$ cat config.mk
export PLATFORM = sky130hd
export DESIGN_NAME = corr_accum_flat
export DESIGN_NICKNAME = d
export VERILOG_FILES = /design/src/rtl/corr_accum_if.sv /design/src/rtl/corr_accum.sv /design/src/flat_wrapper.sv
export SDC_FILE = /design/constraint.sdc
export NUM_CORES = 1
export LEC_CHECK = 0
export BUFFER_PORTS_ARGS = -buffer_cell sky130_fd_sc_hd__buf_2
export CAP_MARGIN = 25
export CELL_PAD_IN_SITES_DETAIL_PLACEMENT = 0
export CELL_PAD_IN_SITES_GLOBAL_PLACEMENT = 1
export CORE_UTILIZATION = 48
export CTS_BUF_LIST = sky130_fd_sc_hd__clkbuf_2
export DETAILED_ROUTE_END_ITERATION = 8
export GPL_TIMING_DRIVEN = 0
export PLACE_DENSITY = 0.83
export SYNTH_ARGS = -nofsm -noshare
export SYNTH_HDL_FRONTEND = slang
export SYNTH_SLANG_ARGS = --single-unit
$ cat constraint.sdc
create_clock -name pclk -period 4.8 [get_ports pclk]
set_clock_uncertainty 0.05 [all_clocks]
set_input_delay 0.24 -clock pclk [delete_from_list [all_inputs] [get_ports pclk]]
set_output_delay 0.24 -clock pclk [all_outputs]
set_load 0.03 [all_outputs]
$ cat src/rtl/corr_accum_if.sv
// Sample/dump bus between the correlator input mux, the accumulate-and-dump stage
// and the bus-interface reader.
`ifndef NUM_ACCUM
`define NUM_ACCUM 2
`endif

interface corr_accum_if #(
  parameter int NUM_ACCUM = `NUM_ACCUM,
  parameter int ACC_W     = 16,
  parameter int EPOCH_W   = 16
);
  logic                       enable;
  logic                       sample_en;
  logic [2*NUM_ACCUM-1:0]     signal_re;
  logic [2*NUM_ACCUM-1:0]     signal_im;
  logic                       code_in;
  logic [EPOCH_W-1:0]         epoch_len;
  logic                       dump_ack;
  logic [NUM_ACCUM*ACC_W-1:0] dump_re;
  logic [NUM_ACCUM*ACC_W-1:0] dump_im;
  logic                       dump_valid;
  logic                       dump_sat;
  logic                       ovf;

  modport master (
    output enable, sample_en, signal_re, signal_im, code_in, epoch_len, dump_ack,
    input  dump_re, dump_im, dump_valid, dump_sat, ovf
  );

  modport slave (
    input  enable, sample_en, signal_re, signal_im, code_in, epoch_len, dump_ack,
    output dump_re, dump_im, dump_valid, dump_sat, ovf
  );
endinterface

$ cat src/rtl/corr_accum.sv
// Correlator accumulate-and-dump: code-wipes 2-bit sign-magnitude re/im samples per lane,
// integrates them with saturation over a programmable epoch and dumps to holding registers.
`ifndef NUM_ACCUM
`define NUM_ACCUM 2
`endif

module corr_accum #(
  parameter int NUM_ACCUM = `NUM_ACCUM,
  parameter int ACC_W     = 16,
  parameter int EPOCH_W   = 16
) (
  input logic         pclk,
  input logic         reset,
  corr_accum_if.slave bus
);
  localparam logic [ACC_W-1:0] ACC_MAX = {1'b0, {(ACC_W-1){1'b1}}};
  localparam logic [ACC_W-1:0] ACC_MIN = {1'b1, {(ACC_W-1){1'b0}}};

  logic [ACC_W-1:0]           r_acc_re [NUM_ACCUM];
  logic [ACC_W-1:0]           r_acc_im [NUM_ACCUM];
  logic [ACC_W-1:0]           w_sum_re [NUM_ACCUM];
  logic [ACC_W-1:0]           w_sum_im [NUM_ACCUM];
  logic [NUM_ACCUM-1:0]       w_clip_re;
  logic [NUM_ACCUM-1:0]       w_clip_im;
  logic [EPOCH_W-1:0]         r_count;
  logic [EPOCH_W-1:0]         w_last;
  logic [NUM_ACCUM*ACC_W-1:0] r_hold_re;
  logic [NUM_ACCUM*ACC_W-1:0] r_hold_im;
  logic                       r_sat_flag;
  logic                       r_dump_valid;
  logic                       r_dump_sat;
  logic                       r_ovf;
  logic                       w_accept;
  logic                       w_wrap;
  logic                       w_dump;
  logic                       w_clip_any;

  // Sign-magnitude decode (bit1 sign, bit0 picks 3 over 1), negated when the chip is 1.
  function automatic logic [2:0] wipe(input logic [1:0] s, input logic code);
    logic [2:0] mag;
    mag = s[0] ? 3'd3 : 3'd1;
    return (s[1] ^ code) ? (3'd0 - mag) : mag;
  endfunction

  // Returns {clip, value}: overflow shows up as the two top bits of the widened sum disagreeing.
  function automatic logic [ACC_W:0] sat_add(input logic [ACC_W-1:0] a, input logic [2:0] d);
    logic [ACC_W:0] s;
    s = {a[ACC_W-1], a} + {{(ACC_W-2){d[2]}}, d};
    if (s[ACC_W] == s[ACC_W-1]) return {1'b0, s[ACC_W-1:0]};
    return {1'b1, s[ACC_W] ? ACC_MIN : ACC_MAX};
  endfunction

  // NOTE: combinational outputs are fully assigned on every pass, so no latches can form.
  always_comb begin
    w_clip_re = '0;
    w_clip_im = '0;
    for (int i = 0; i < NUM_ACCUM; i++) begin
      {w_clip_re[i], w_sum_re[i]} = sat_add(r_acc_re[i], wipe(bus.signal_re[2*i +: 2], bus.code_in));
      {w_clip_im[i], w_sum_im[i]} = sat_add(r_acc_im[i], wipe(bus.signal_im[2*i +: 2], bus.code_in));
    end
  end

  // A lowered epoch_len can leave the counter above L-1; it then runs to all-ones and dumps there.
  assign w_last     = (bus.epoch_len == '0) ? '0 : bus.epoch_len - EPOCH_W'(1);
  assign w_wrap     = &r_count;
  assign w_accept   = bus.enable & bus.sample_en;
  assign w_dump     = w_accept & ((r_count == w_last) | w_wrap);
  assign w_clip_any = |{w_clip_re, w_clip_im};

  // NOTE: state uses non-blocking assignments; where two apply to one register the later one wins,
  // which is how a dump overrides an ack landing on the same edge.
  always_ff @(posedge pclk or posedge reset) begin
    if (reset) begin
      for (int i = 0; i < NUM_ACCUM; i++) begin
        r_acc_re[i] <= '0;
        r_acc_im[i] <= '0;
      end
      r_count      <= '0;
      r_sat_flag   <= 1'b0;
      r_hold_re    <= '0;
      r_hold_im    <= '0;
      r_dump_valid <= 1'b0;
      r_dump_sat   <= 1'b0;
      r_ovf        <= 1'b0;
    end else begin
      if (r_dump_valid && bus.dump_ack) r_dump_valid <= 1'b0;
      if (!bus.enable) begin
        for (int i = 0; i < NUM_ACCUM; i++) begin
          r_acc_re[i] <= '0;
          r_acc_im[i] <= '0;
        end
        r_count    <= '0;
        r_sat_flag <= 1'b0;
        r_ovf      <= 1'b0;
      end else if (w_dump) begin
        for (int i = 0; i < NUM_ACCUM; i++) begin
          r_hold_re[i*ACC_W +: ACC_W] <= w_sum_re[i];
          r_hold_im[i*ACC_W +: ACC_W] <= w_sum_im[i];
          r_acc_re[i]                 <= '0;
          r_acc_im[i]                 <= '0;
        end
        r_dump_sat   <= r_sat_flag | w_clip_any;
        r_count      <= '0;
        r_sat_flag   <= 1'b0;
        r_dump_valid <= 1'b1;
        if (r_dump_valid && !bus.dump_ack) r_ovf <= 1'b1;
      end else if (w_accept) begin
        for (int i = 0; i < NUM_ACCUM; i++) begin
          r_acc_re[i] <= w_sum_re[i];
          r_acc_im[i] <= w_sum_im[i];
        end
        r_count    <= r_count + EPOCH_W'(1);
        r_sat_flag <= r_sat_flag | w_clip_any;
      end
    end
  end

  assign bus.dump_re    = r_hold_re;
  assign bus.dump_im    = r_hold_im;
  assign bus.dump_valid = r_dump_valid;
  assign bus.dump_sat   = r_dump_sat;
  assign bus.ovf        = r_ovf;
endmodule

$ cat src/flat_wrapper.sv
// flat-port wrapper written by rule: the top's interface ports become plain ports
module corr_accum_flat 
#(
  parameter int NUM_ACCUM = `NUM_ACCUM,
  parameter int ACC_W     = 16,
  parameter int EPOCH_W   = 16
)
  (pclk, reset, bus_enable, bus_sample_en, bus_signal_re, bus_signal_im, bus_code_in, bus_epoch_len, bus_dump_ack, bus_dump_re, bus_dump_im, bus_dump_valid, bus_dump_sat, bus_ovf);
  corr_accum_if #(.NUM_ACCUM(NUM_ACCUM), .ACC_W(ACC_W), .EPOCH_W(EPOCH_W)) bus_i ();
  input logic pclk;
  input logic reset;
  input wire logic [$bits(bus_i.enable)-1:0] bus_enable;
  input wire logic [$bits(bus_i.sample_en)-1:0] bus_sample_en;
  input wire logic [$bits(bus_i.signal_re)-1:0] bus_signal_re;
  input wire logic [$bits(bus_i.signal_im)-1:0] bus_signal_im;
  input wire logic [$bits(bus_i.code_in)-1:0] bus_code_in;
  input wire logic [$bits(bus_i.epoch_len)-1:0] bus_epoch_len;
  input wire logic [$bits(bus_i.dump_ack)-1:0] bus_dump_ack;
  output wire logic [$bits(bus_i.dump_re)-1:0] bus_dump_re;
  output wire logic [$bits(bus_i.dump_im)-1:0] bus_dump_im;
  output wire logic [$bits(bus_i.dump_valid)-1:0] bus_dump_valid;
  output wire logic [$bits(bus_i.dump_sat)-1:0] bus_dump_sat;
  output wire logic [$bits(bus_i.ovf)-1:0] bus_ovf;
  assign bus_i.enable = bus_enable;
  assign bus_i.sample_en = bus_sample_en;
  assign bus_i.signal_re = bus_signal_re;
  assign bus_i.signal_im = bus_signal_im;
  assign bus_i.code_in = bus_code_in;
  assign bus_i.epoch_len = bus_epoch_len;
  assign bus_i.dump_ack = bus_dump_ack;
  assign bus_dump_re = bus_i.dump_re;
  assign bus_dump_im = bus_i.dump_im;
  assign bus_dump_valid = bus_i.dump_valid;
  assign bus_dump_sat = bus_i.dump_sat;
  assign bus_ovf = bus_i.ovf;
  corr_accum #(.NUM_ACCUM(NUM_ACCUM), .ACC_W(ACC_W), .EPOCH_W(EPOCH_W)) u_core (.pclk(pclk), .reset(reset), .bus(bus_i));
endmodule
==> Flow_metrics.wiki <==
{| class="wikitable"
! Metric !! Value
|-
| Largest stage delay on the critical path || 740 ps
|-
| Result of the run || finished, final reports clean
|-
| Placed instance count || 1438
|-
| TritonCTS clock tree || done
|-
| Remaining max-slew budget at the tightest pin || 39.20%
|-
| Commonest register cell after synthesis || dfrtp_1
|-
| Post-synthesis async set-or-reset flop share || 100.0%
|-
| Number of synthesized flops with an enable pin || 0
|-
| Number of inserted filler cells in the final layout || 1948
|-
| Worst min path class || in -> reg
|-
| Worst Hold Path Cells || 3
|-
| Final cell utilization of the core || 54.65%
|-
| Power share of the combinational group || between 50% and 60%
|-
| Sinks on Clock Net || about 150
|-
| Clk pin slew, worst setup/hold paths || 230 ps
|-
| Sw power || 2.425 mW
|-
| Clock period minus final worst setup slack || around 4700 ps
|-
| Detail-routed net length per standard cell || 16.48 µm
|-
| Final routed wirelength across all metal layers || 24.33 mm
|-
| Area of the mapped netlist || between 0.009 and 0.01 mm²
|-
| Highest achievable clock rate || 213.9 MHz
|-
| Library cell contributing the largest single delay on the critical path || xor2_1
|-
| Number of CTS-inserted buffers || 17
|-
| CP Data Arrival Time || 5280 ps
|-
| Switching portion of total power || 47.22%
|-
| Die Area || 0.02134 mm²
|-
| Worst skew pair latency || 770 ps
|-
| Post-Place Worst Slack || -586.5 ps
|-
| Worst voltage drop across the vdd grid || 0.0001930 V
|-
| Area of placed instances || ~0.011 mm²
|-
| Post-Syn Area per Cell || roughly 9.3 µm²
|-
| CTS resizes || 0
|-
| Static leakage || 5.534 nW
|-
| Horiz. Die Dim || 146.1 µm
|-
| Remaining number of nets flagged by the antenna check after routing || 0
|-
| Critical hold path startpoint || bus_dump_ack
|-
| Pin count of the biggest net entering global routing || 90
|-
| Worst Setup Slack, final || between 100 and 150 ps
|-
| Post-Synthesis Cells || 1070
|-
| Endpoint, Worst Hold || u_core.bus.dump_valid
|-
| Number of buffers on the longest clock path || 2
|-
| Via density per instance || ~5.6
|-
| Final worst-path cycle share || 97.40%
|-
| Slew at the pin with the worst max-slew slack || just over 900 ps
|-
| Number of H-tree branching levels || 4
|-
| Most frequent cells in the layout || dfrtp_1 (148), buf_2 (102), nand2_1 (88)
|-
| Number of optimization iterations in the first detailed-route pass || 5
|-
| Total non-filler cell area in the finished layout || around 0.011 mm²
|-
| Clk pwr share || 13.2%
|-
| Crit start category || input pin
|-
| Top-area cell type share of the netlist area || 37.18%
|-
| Mapped Nets || around 1200
|-
| Cell types occupying the most area after synthesis || dfrtp_1 (37%), ha_1 (8.3%), mux2i_1 (4.4%)
|-
| Wire length of the first global-routing pass || 40.85 mm
|-
| RSZ-0062 raised after global routing || true
|-
| Internal power summed over all cells || 2.711 mW
|-
| Number of register bits inferred by synthesis || between 100 and 150
|-
| Number of antenna violations at the first check in global routing || 1
|-
| Startpoint of the most critical register-to-register path || u_core.r_acc_im[0]
|-
| Worst R2R End || u_core.bus.dump_im[16]
|-
| Number of cells on the worst reg-to-reg path || 14
|-
| Fin nets || roughly 1300
|-
| Cell taking the most area after synthesis || dfrtp_1
|-
| Seq/Total Area, Yosys || between 30 and 40%
|-
| Worst reg2reg setup slack || 510 ps
|-
| Setup violations, final || 0
|-
| Post-layout total power || 5.136 mW
|-
| Post-route DRC || 0
|-
| Post-CTS Setup Bufs || 0
|-
| GPL Wtd Cong || 0.9146
|-
| Core footprint || between 0.02 and 0.025 mm²
|-
| Worst Setup End Kind || flop
|-
| Area added between synthesis and finish || 11.35%
|-
| Via count of the first global-routing pass || approximately 8000
|-
| Die Height || 146.1 µm
|-
| Register share of total power || 30.0%
|-
| Critical path class || in -> reg
|-
| Setup TNS Final || 0 ps
|-
| Number of buffer cells added on primary ports || 93
|-
| Remaining global-route overflow || 0
|-
| Pins Over Slew Limit || 0
|-
| GR Util All Layers || 23.79%
|-
| CP cell instances || buf_2, xor2_1, buf_4, xor2_1, ha_1, a211oi_1, nor2_1, o311a_1, nand4_1, o2111ai_1, a221o_1, xnor2_1, ha_1, inv_1, or2_2, clkbuf_1, o21ai_0, mux2_1
|-
| Iteration-0 DRC count of the detailed router || approximately 400
|-
| Vias after detailed routing || 8290
|-
| Worst hold-check slack || roughly 140 ps
|-
| Standard-cell row count || 52
|-
| Yosys warns || 0
|-
| HPWL reported at the end of detailed placement || 18.04 mm
|-
| Worst Path Required || between 5000 and 6000 ps
|-
| Starting density of the core || 49.08%
|-
| Total of max-cap violations || 0
|-
| Most common cell after layout, fill and taps aside || dfrtp_1
|-
| Final number of hold-violating endpoints || 0
|-
| Areal power density over the cells || 463.0 mW/mm²
|-
| Ratio of cells with drive above 1 in the final layout || 14.19%
|-
| Number of standard cells in the layout, taps in and fillers out || 1476
|-
| Distinct cell type count after synthesis || 74
|-
| CP Max Fanout || 10
|-
| Count of pins on the block boundary || 97
|-
| Root Buffer Master || clkbuf_2
|}
[critical path: cells and delay by family]
kind	cells	cell delay, ps
AO/OA/AOI/OAI	5	1450
XOR/XNOR	3	1160
adder cells (fa/ha/maj)	2	550
buffers and inverters	4	1080
multiplexers	1	350
AND/OR/NAND/NOR	3	440
[Yosys cell counts (7+ instances only)]
cell type,number
dfrtp_1,148
nand2_1,88
inv_1,73
nor2_1,68
ha_1,66
o21ai_0,56
a21oi_1,55
mux2i_1,44
xnor2_1,42
o21ai_1,40
xor2_1,40
a22o_1,28
clkbuf_1,23
nor3_1,21
mux2_1,18
nand3_1,17
o21a_1,16
nand2b_1,15
nor2b_1,14
or3_1,13
a21boi_0,10
a21o_1,10
buf_2,9
nand4_1,9
a211oi_1,8
mux2_2,8
o21bai_1,7
o22ai_1,7
[power by group through the flow]
stage                     registers (mW)  clock network [mW]  logic [mW]
after floorplan                     1.53                   0        2.22
after global placement              1.56                   0        2.87
after detailed placement            1.56                   0        2.90
after CTS                           1.54               0.696        2.92
after global routing                1.56               0.746        3.31
final                               1.54               0.678        2.92
[worst max path at each step]
stage / end / slack, ps / startpoint / depth (start not counted)
after floorplan: u_core.bus.dump_im[16] / 380 / bus_signal_im[3] / 16
after global placement: u_core.bus.dump_re[29] / -1210 / reset / 2
after detailed placement: u_core.bus.dump_re[30] / -590 / bus_code_in / 18
after CTS: u_core.bus.dump_re[30] / 200 / bus_code_in / 18
after global routing: u_core.bus.dump_im[24] / -180 / bus_code_in / 18
final: u_core.bus.dump_re[30] / 130 / bus_code_in / 18
[layout make-up]
| type | instances | area [µm²] | area share [%] |
|---|---|---|---|
| sequential | 148 | 3704 | 33.39 |
| timing repair buffer | 103 | 576.8 | 5.200 |
| multi-input combinational | 809 | 5782 | 52.12 |
| clock buffer | 17 | 85.08 | 0.7670 |
| antenna | 1 | 2.502 | 0.02256 |
| clock inverter | 15 | 123.9 | 1.117 |
| tap | 270 | 337.8 | 3.045 |
| buffer | 40 | 202.7 | 1.827 |
| inverter | 73 | 279.0 | 2.515 |
[routing by layer]
layer	share of wire, %	vias up	track usage [%]
met3	5.0	28	3.438
met5	0	-	0
li1	-	4088	-
met1	49	3994	34.71
met4	1.5	0	6.406
met2	44	180	36.91
[registers in the layout (all words and copies together), names as in the netlist]
name	count
u_core.bus.dump_valid	1
u_core.bus.dump_im	32
u_core.bus.ovf	1
u_core.r_count	16
u_core.bus.dump_re	32
u_core.r_acc_re	32
u_core.r_acc_im	32
u_core.r_sat_flag	1
u_core.bus.dump_sat	1
[repair_timing]
| item | 4_1_cts | 5_1_grt |
|---|---|---|
| endpoints found under the setup margin | 0 | 27 |
| endpoints found under the hold margin | 122 | 0 |
| hold buffers | 5 | 0 |
[cell families (layout without fill, tap and decap cells)]
logic type / count (synthesis) / in the layout / share of synthesized area [%]
other: 0 / 1 / 0
AOI/OAI and AO/OA: 288 / 288 / 18.83
adders and majority gates: 72 / 72 / 9.294
and+or+nand+nor: 296 / 296 / 15.12
muxes: 70 / 70 / 7.360
buffers and inverters: 113 / 248 / 4.785
DFF: 148 / 148 / 37.18
xor gates and xnor gates: 83 / 83 / 7.435
Power figures use the tool's default switching activity.
